--- config.mk ---
export PLATFORM = sky130hd
export DESIGN_NAME = quadrature_counter
export DESIGN_NICKNAME = d
export VERILOG_FILES = /design/src/rtl/quadrature_counter.sv
export SDC_FILE = /design/constraint.sdc
export NUM_CORES = 1
export LEC_CHECK = 0
export ABC_AREA = 1
export BUFFER_PORTS_ARGS = -buffer_cell sky130_fd_sc_hd__buf_4
export CORE_ASPECT_RATIO = 0.5
export CORE_MARGIN = 1.5
export CORE_UTILIZATION = 45
export CTS_CLUSTER_DIAMETER = 150
export DETAILED_ROUTE_END_ITERATION = 16
export GPL_TIMING_DRIVEN = 0
export HOLD_SLACK_MARGIN = 0.15
export PLACE_DENSITY = 0.73
export SYNTH_ARGS = -nofsm -noshare
export SYNTH_HDL_FRONTEND = slang
export SYNTH_SLANG_ARGS = --single-unit
--- constraint.sdc ---
create_clock -name clk -period 2.7 [get_ports clk]
set_input_delay 0.27 -clock clk [delete_from_list [all_inputs] [get_ports clk]]
set_output_delay 0.27 -clock clk [all_outputs]
set_load 0.02 [all_outputs]
--- src/rtl/quadrature_counter.sv ---
// Quadrature encoder decoder: synchronizes phases A/B, accumulates sub-steps
// and emits one count step per full detent (four legal transitions).
module quadrature_counter #(
  parameter int WIDTH   = 8,
  parameter int MAX_VAL = 255,
  parameter int WRAP    = 1
) (
  input  logic             clk,
  input  logic             rst,
  input  logic             a,
  input  logic             b,
  input  logic             en,
  input  logic             clear,
  output logic [WIDTH-1:0] count,
  output logic             step_up,
  output logic             step_dn,
  output logic             err
);

  localparam logic [WIDTH-1:0] MAX_C = WIDTH'(MAX_VAL);

  logic [1:0]       pins;
  logic [1:0]       sync1_reg;
  logic [1:0]       sync2_reg;
  logic [1:0]       vld_reg;
  logic [1:0]       prev_reg, prev_next;
  logic             primed_reg, primed_next;
  logic signed [2:0] acc_reg, acc_next;
  logic [WIDTH-1:0] count_next;
  logic             up_next, dn_next, err_next;
  logic             inc, dec;
  logic [1:0]       delta;

  assign pins = {a, b};

  // Position of a phase pair along the forward Gray sequence 00,01,11,10.
  function automatic logic [1:0] phase_idx(input logic [1:0] ab);
    case (ab)
      2'b00:   phase_idx = 2'd0;
      2'b01:   phase_idx = 2'd1;
      2'b11:   phase_idx = 2'd2;
      default: phase_idx = 2'd3;
    endcase
  endfunction

  generate
    for (genvar gi = 0; gi < 2; gi++) begin : g_sync
      always_ff @(posedge clk or negedge rst) begin
        if (!rst) begin
          sync1_reg[gi] <= 1'b0;
          sync2_reg[gi] <= 1'b0;
        end else begin
          sync1_reg[gi] <= pins[gi];
          sync2_reg[gi] <= sync1_reg[gi];
        end
      end
    end
  endgenerate

  // vld_reg[1] marks that sync2_reg holds a real pin sample, not reset fill.
  always_ff @(posedge clk or negedge rst) begin
    if (!rst) vld_reg <= 2'b00;
    else      vld_reg <= {vld_reg[0], 1'b1};
  end

  assign delta = phase_idx(sync2_reg) - phase_idx(prev_reg);

  always_comb begin
    prev_next   = prev_reg;
    primed_next = primed_reg;
    acc_next    = acc_reg;
    count_next  = count;
    err_next    = 1'b0;
    inc         = 1'b0;
    dec         = 1'b0;

    if (!primed_reg) begin
      if (vld_reg[1]) begin
        prev_next   = sync2_reg;
        primed_next = 1'b1;
      end
    end else begin
      prev_next = sync2_reg;
      case (delta)
        2'd1: begin
          if (acc_reg == 3'sd3) begin
            acc_next = 3'sd0;
            inc      = 1'b1;
          end else begin
            acc_next = acc_reg + 3'sd1;
          end
        end
        2'd3: begin
          if (acc_reg == -3'sd3) begin
            acc_next = 3'sd0;
            dec      = 1'b1;
          end else begin
            acc_next = acc_reg - 3'sd1;
          end
        end
        2'd2: begin
          err_next = 1'b1;
          acc_next = 3'sd0;
        end
        default: ;
      endcase
    end

    if (!en) begin
      acc_next = 3'sd0;
      inc      = 1'b0;
      dec      = 1'b0;
    end

    if (clear) begin
      acc_next   = 3'sd0;
      count_next = '0;
      inc        = 1'b0;
      dec        = 1'b0;
    end else if (inc) begin
      if (count == MAX_C) count_next = (WRAP != 0) ? '0 : count;
      else                count_next = count + WIDTH'(1);
    end else if (dec) begin
      if (count == '0) count_next = (WRAP != 0) ? MAX_C : count;
      else             count_next = count - WIDTH'(1);
    end

    up_next = inc;
    dn_next = dec;
  end

  always_ff @(posedge clk or negedge rst) begin
    if (!rst) begin
      prev_reg   <= 2'b00;
      primed_reg <= 1'b0;
      acc_reg    <= 3'sd0;
      count      <= '0;
      step_up    <= 1'b0;
      step_dn    <= 1'b0;
      err        <= 1'b0;
    end else begin
      prev_reg   <= prev_next;
      primed_reg <= primed_next;
      acc_reg    <= acc_next;
      count      <= count_next;
      step_up    <= up_next;
      step_dn    <= dn_next;
      err        <= err_next;
    end
  end

endmodule

==> results.toml <==
[synthesis]
ys_seq_area_share_pct = 35.5
netlist.top_cell.by_area = "dfrtp_1"
synth_cell_type_count = 27
synth-warning-count = 0
synth_flop_cell = "dfrtp_1"
synth_enable_flop_cells = 0
synth-async-reset-ratio_pct = 100
ys_ff_latch = 23
synth_largest_type_area_fraction_pct = 35.5
synth.avg_cell_area_um2 = 7.14
cell_with_the_most_instances_after_synthesis = "nand2_1"
synth.cell_area_mm2 = 0.00162
ys_top_cells_by_area = "dfrtp_1 (36%), nand2_1 (16%), nand3_1 (8.6%)"
synth_fp_nets = 244
post_synth_most_frequent_cells = "nand2_1 (71), nand3_1 (28), inv_1 (26), nor2_1 (25), dfrtp_1 (23)"
synthCells = 227

[routing]
avgViaCountPerCell = 4.95
vias = 1491
route.final.wire_length_mm = 3.32
met2RoutedLength_mm = 1.54
m1WireLength_mm = 1.66
route.detailed.drc = 0
top_signal_layer_used = "met4"
detail-route-antenna-nets = 0
route.met3.wl_um = 113
wl_per_cell_um = 11.0
detail_route.iter0.violations = 69
drt-pass1-iter-count = 4

[worst_setup_path]
critical_path.max_stage_delay_ns = 0.38
worst_case_register_to_register_setup_slack_ns = 0.52
worst_setup_path_end_kind = "flop"
worst_r2r_startpoint = "prev_reg[0]"
worst_path_slowest_cell = "dfrtp_1"
cp-start-kind = "flop"
number_of_cells_on_the_worst_reg_to_reg_path = 13
crit_path_category = "flop to flop"
cp_data_required_time_ns = 2.85
critPathMaxFanout = 10
critical_path.cell_chain = "inv_1, ha_1, inv_1, ha_1, inv_1, nand3_2, nor2_8, nand3_4, nand3_4, inv_2, buf_6, nand2_1, nand2_1"
worst-endpoint-arrival_ns = 2.33
crit_path_frequent_cell = "inv_1"
worstReg2RegEnd = "count[7]"

[global_routing]
grt_overflow = 0
groute.usage.overall_pct = 18.5
maximum_number_of_pins_on_one_net_before_global_route_repair = 24
grt_pass1_wl_mm = 5.66
antenna_found_initial = 0
first_global_vias = 1303

[clock_tree]
root_buffer = "clkbuf_8"
insertion_delay_ns = 0.27
longest_clk_path_bufs = 2
cts_tree = "done"
cts_post_setup_buffers_inserted = 0
clk_pin_slew_ns = 0.09
cts.sink_count = 23
cts_made_buffers = 3
max_h_tree_level = 1

[placement]
detailedPlacementHpwl_mm = 2.49
buffer_ports.inserted = 16
finalWeightedCongestion = 0.901

[floorplanning]
die-width_um = 87.9
design.die.area_mm2 = 0.00399
top_level_ports = 17
core.rowCount = 15
floorplan.initialDensity_pct = 47.2
die_height_um = 45.4
placeableCoreArea_mm2 = 0.00343

[cells_and_area]
seqCellArea_um2 = 576
final_layout_size_suffix_gt1_share_pct = 14.0
multi_input_comb_area_um2 = 901
fillerInstances = 343
largest_register_ffs = 8
antenna_cells = 0
finalNetCount = 268
area_delta_synth_final_pct = 16.1

[min_path]
hold_depth = 2
holdPathEnd = "step_up"
worstHoldStart = "clear"
min-delay-path-class = "input port to flop"

[sta]
fin_crit_sh_pct = 80.6
fmax_mhz = 459
finalCriticalPeriod_ns = 2.18
fin_setup_tns_ns = 0
maxSlewViolCount = 0
rsz0062_at_grt = "false"
whs_ns = 0.179
finalSetupViolations = 0
hold_vio_cnt_final = 0
setup_skew_after_layout_ns = 0.00286

[power_and_ir_drop]
total_leakage_power_nw = 0.985
power_density_normalized_to_cell_area_mw_per_mm2 = 777
peakVddDrop_v = 0.000311

[job]
cap_viol_max_count = 0

[run_status]
outcome = "finished clean"
## power breakdown
group	total, mW	switching, mW	internal [mW]
Combinational	0.758	0.466	0.292
Clock	0.219	0.116	0.103
Sequential	0.485	0.0784	0.406
## layout by cell type, fill, tap and decap left out, drive strengths merged
cell type / count
nor2: 26
inv: 27
clkinv: 3
dlygate4sd3: 3
nand4: 2
o21ai: 15
nand2: 73
or2: 1
clkbuf: 5
a21oi: 2
o211ai: 1
xnor2: 2
xor2: 1
ha: 11
conb: 1
nor3: 1
o31ai: 2
nand3: 32
buf: 19
dfrtp: 23
## what timing repair did
action | CTS | global route
gates resized for setup | 0 | 0
endpoints found under the setup margin | 0 | 0
hold endpoints to repair | 25 | 0
hold buffers | 3 | 0
## cell type report
class / instances / area share [%]
Timing Repair Buffer: 19 / 7.98
Tap cell: 51 / 3.39
Buffer: 5 / 1.86
Clock inverter: 1 / 0.266
Sequential cell: 23 / 30.6
Multi-Input combinational cell: 170 / 47.9
Clock buffer: 3 / 2.20
Inverter: 29 / 5.79
## stage by stage
step	utilization, %	power, mW	setup slack, ns	instances	instance area, um2
final	54.8	1.46	0.523	301	1880
after detailed placement	52.5	1.24	0.526	294	1800
after CTS	54.8	1.47	0.509	301	1880
after global routing	54.8	1.60	0.354	301	1880
after floorplan	-	1.04	0.725	227	1620
after global placement	52.5	1.23	0.556	294	1800
## logic make-up after synthesis
| logic type | after synthesis | share of synthesized area, % |
|---|---|---|
| flip-flops | 23 | 35.5 |
| adder cells (fa/ha/maj) | 11 | 8.49 |
| XOR/XNOR | 3 | 1.62 |
| buffers and inverters | 34 | 8.88 |
| other | 1 | 0.231 |
| AO/OA/AOI/OAI | 20 | 7.34 |
| AND/OR/NAND/NOR | 135 | 37.9 |
## critical path: cells and delay by family (launching register included)
family / cells / cell delay [ns]
AND/OR/NAND/NOR: 6 / 0.68
adder cells (fa/ha/maj): 2 / 0.61
buffers and inverters: 5 / 0.40
flip-flops: 1 / 0.38
## metal layers
layer	vias up	track usage, %
met4	0	4.44
li1	765	-
met5	-	0
met2	32	30.2
met1	692	25.6
met3	2	3.62
## worst max-delay path by stage
stage	from	end
2_1_floorplan	sync2_reg[0]	count[3]
3_3_place_gp	prev_reg[0]	count[4]
3_5_place_dp	prev_reg[0]	count[3]
4_1_cts	prev_reg[0]	count[2]
5_1_grt	prev_reg[0]	count[7]
6_report	prev_reg[0]	count[7]
(Power assumes the default switching activity.)
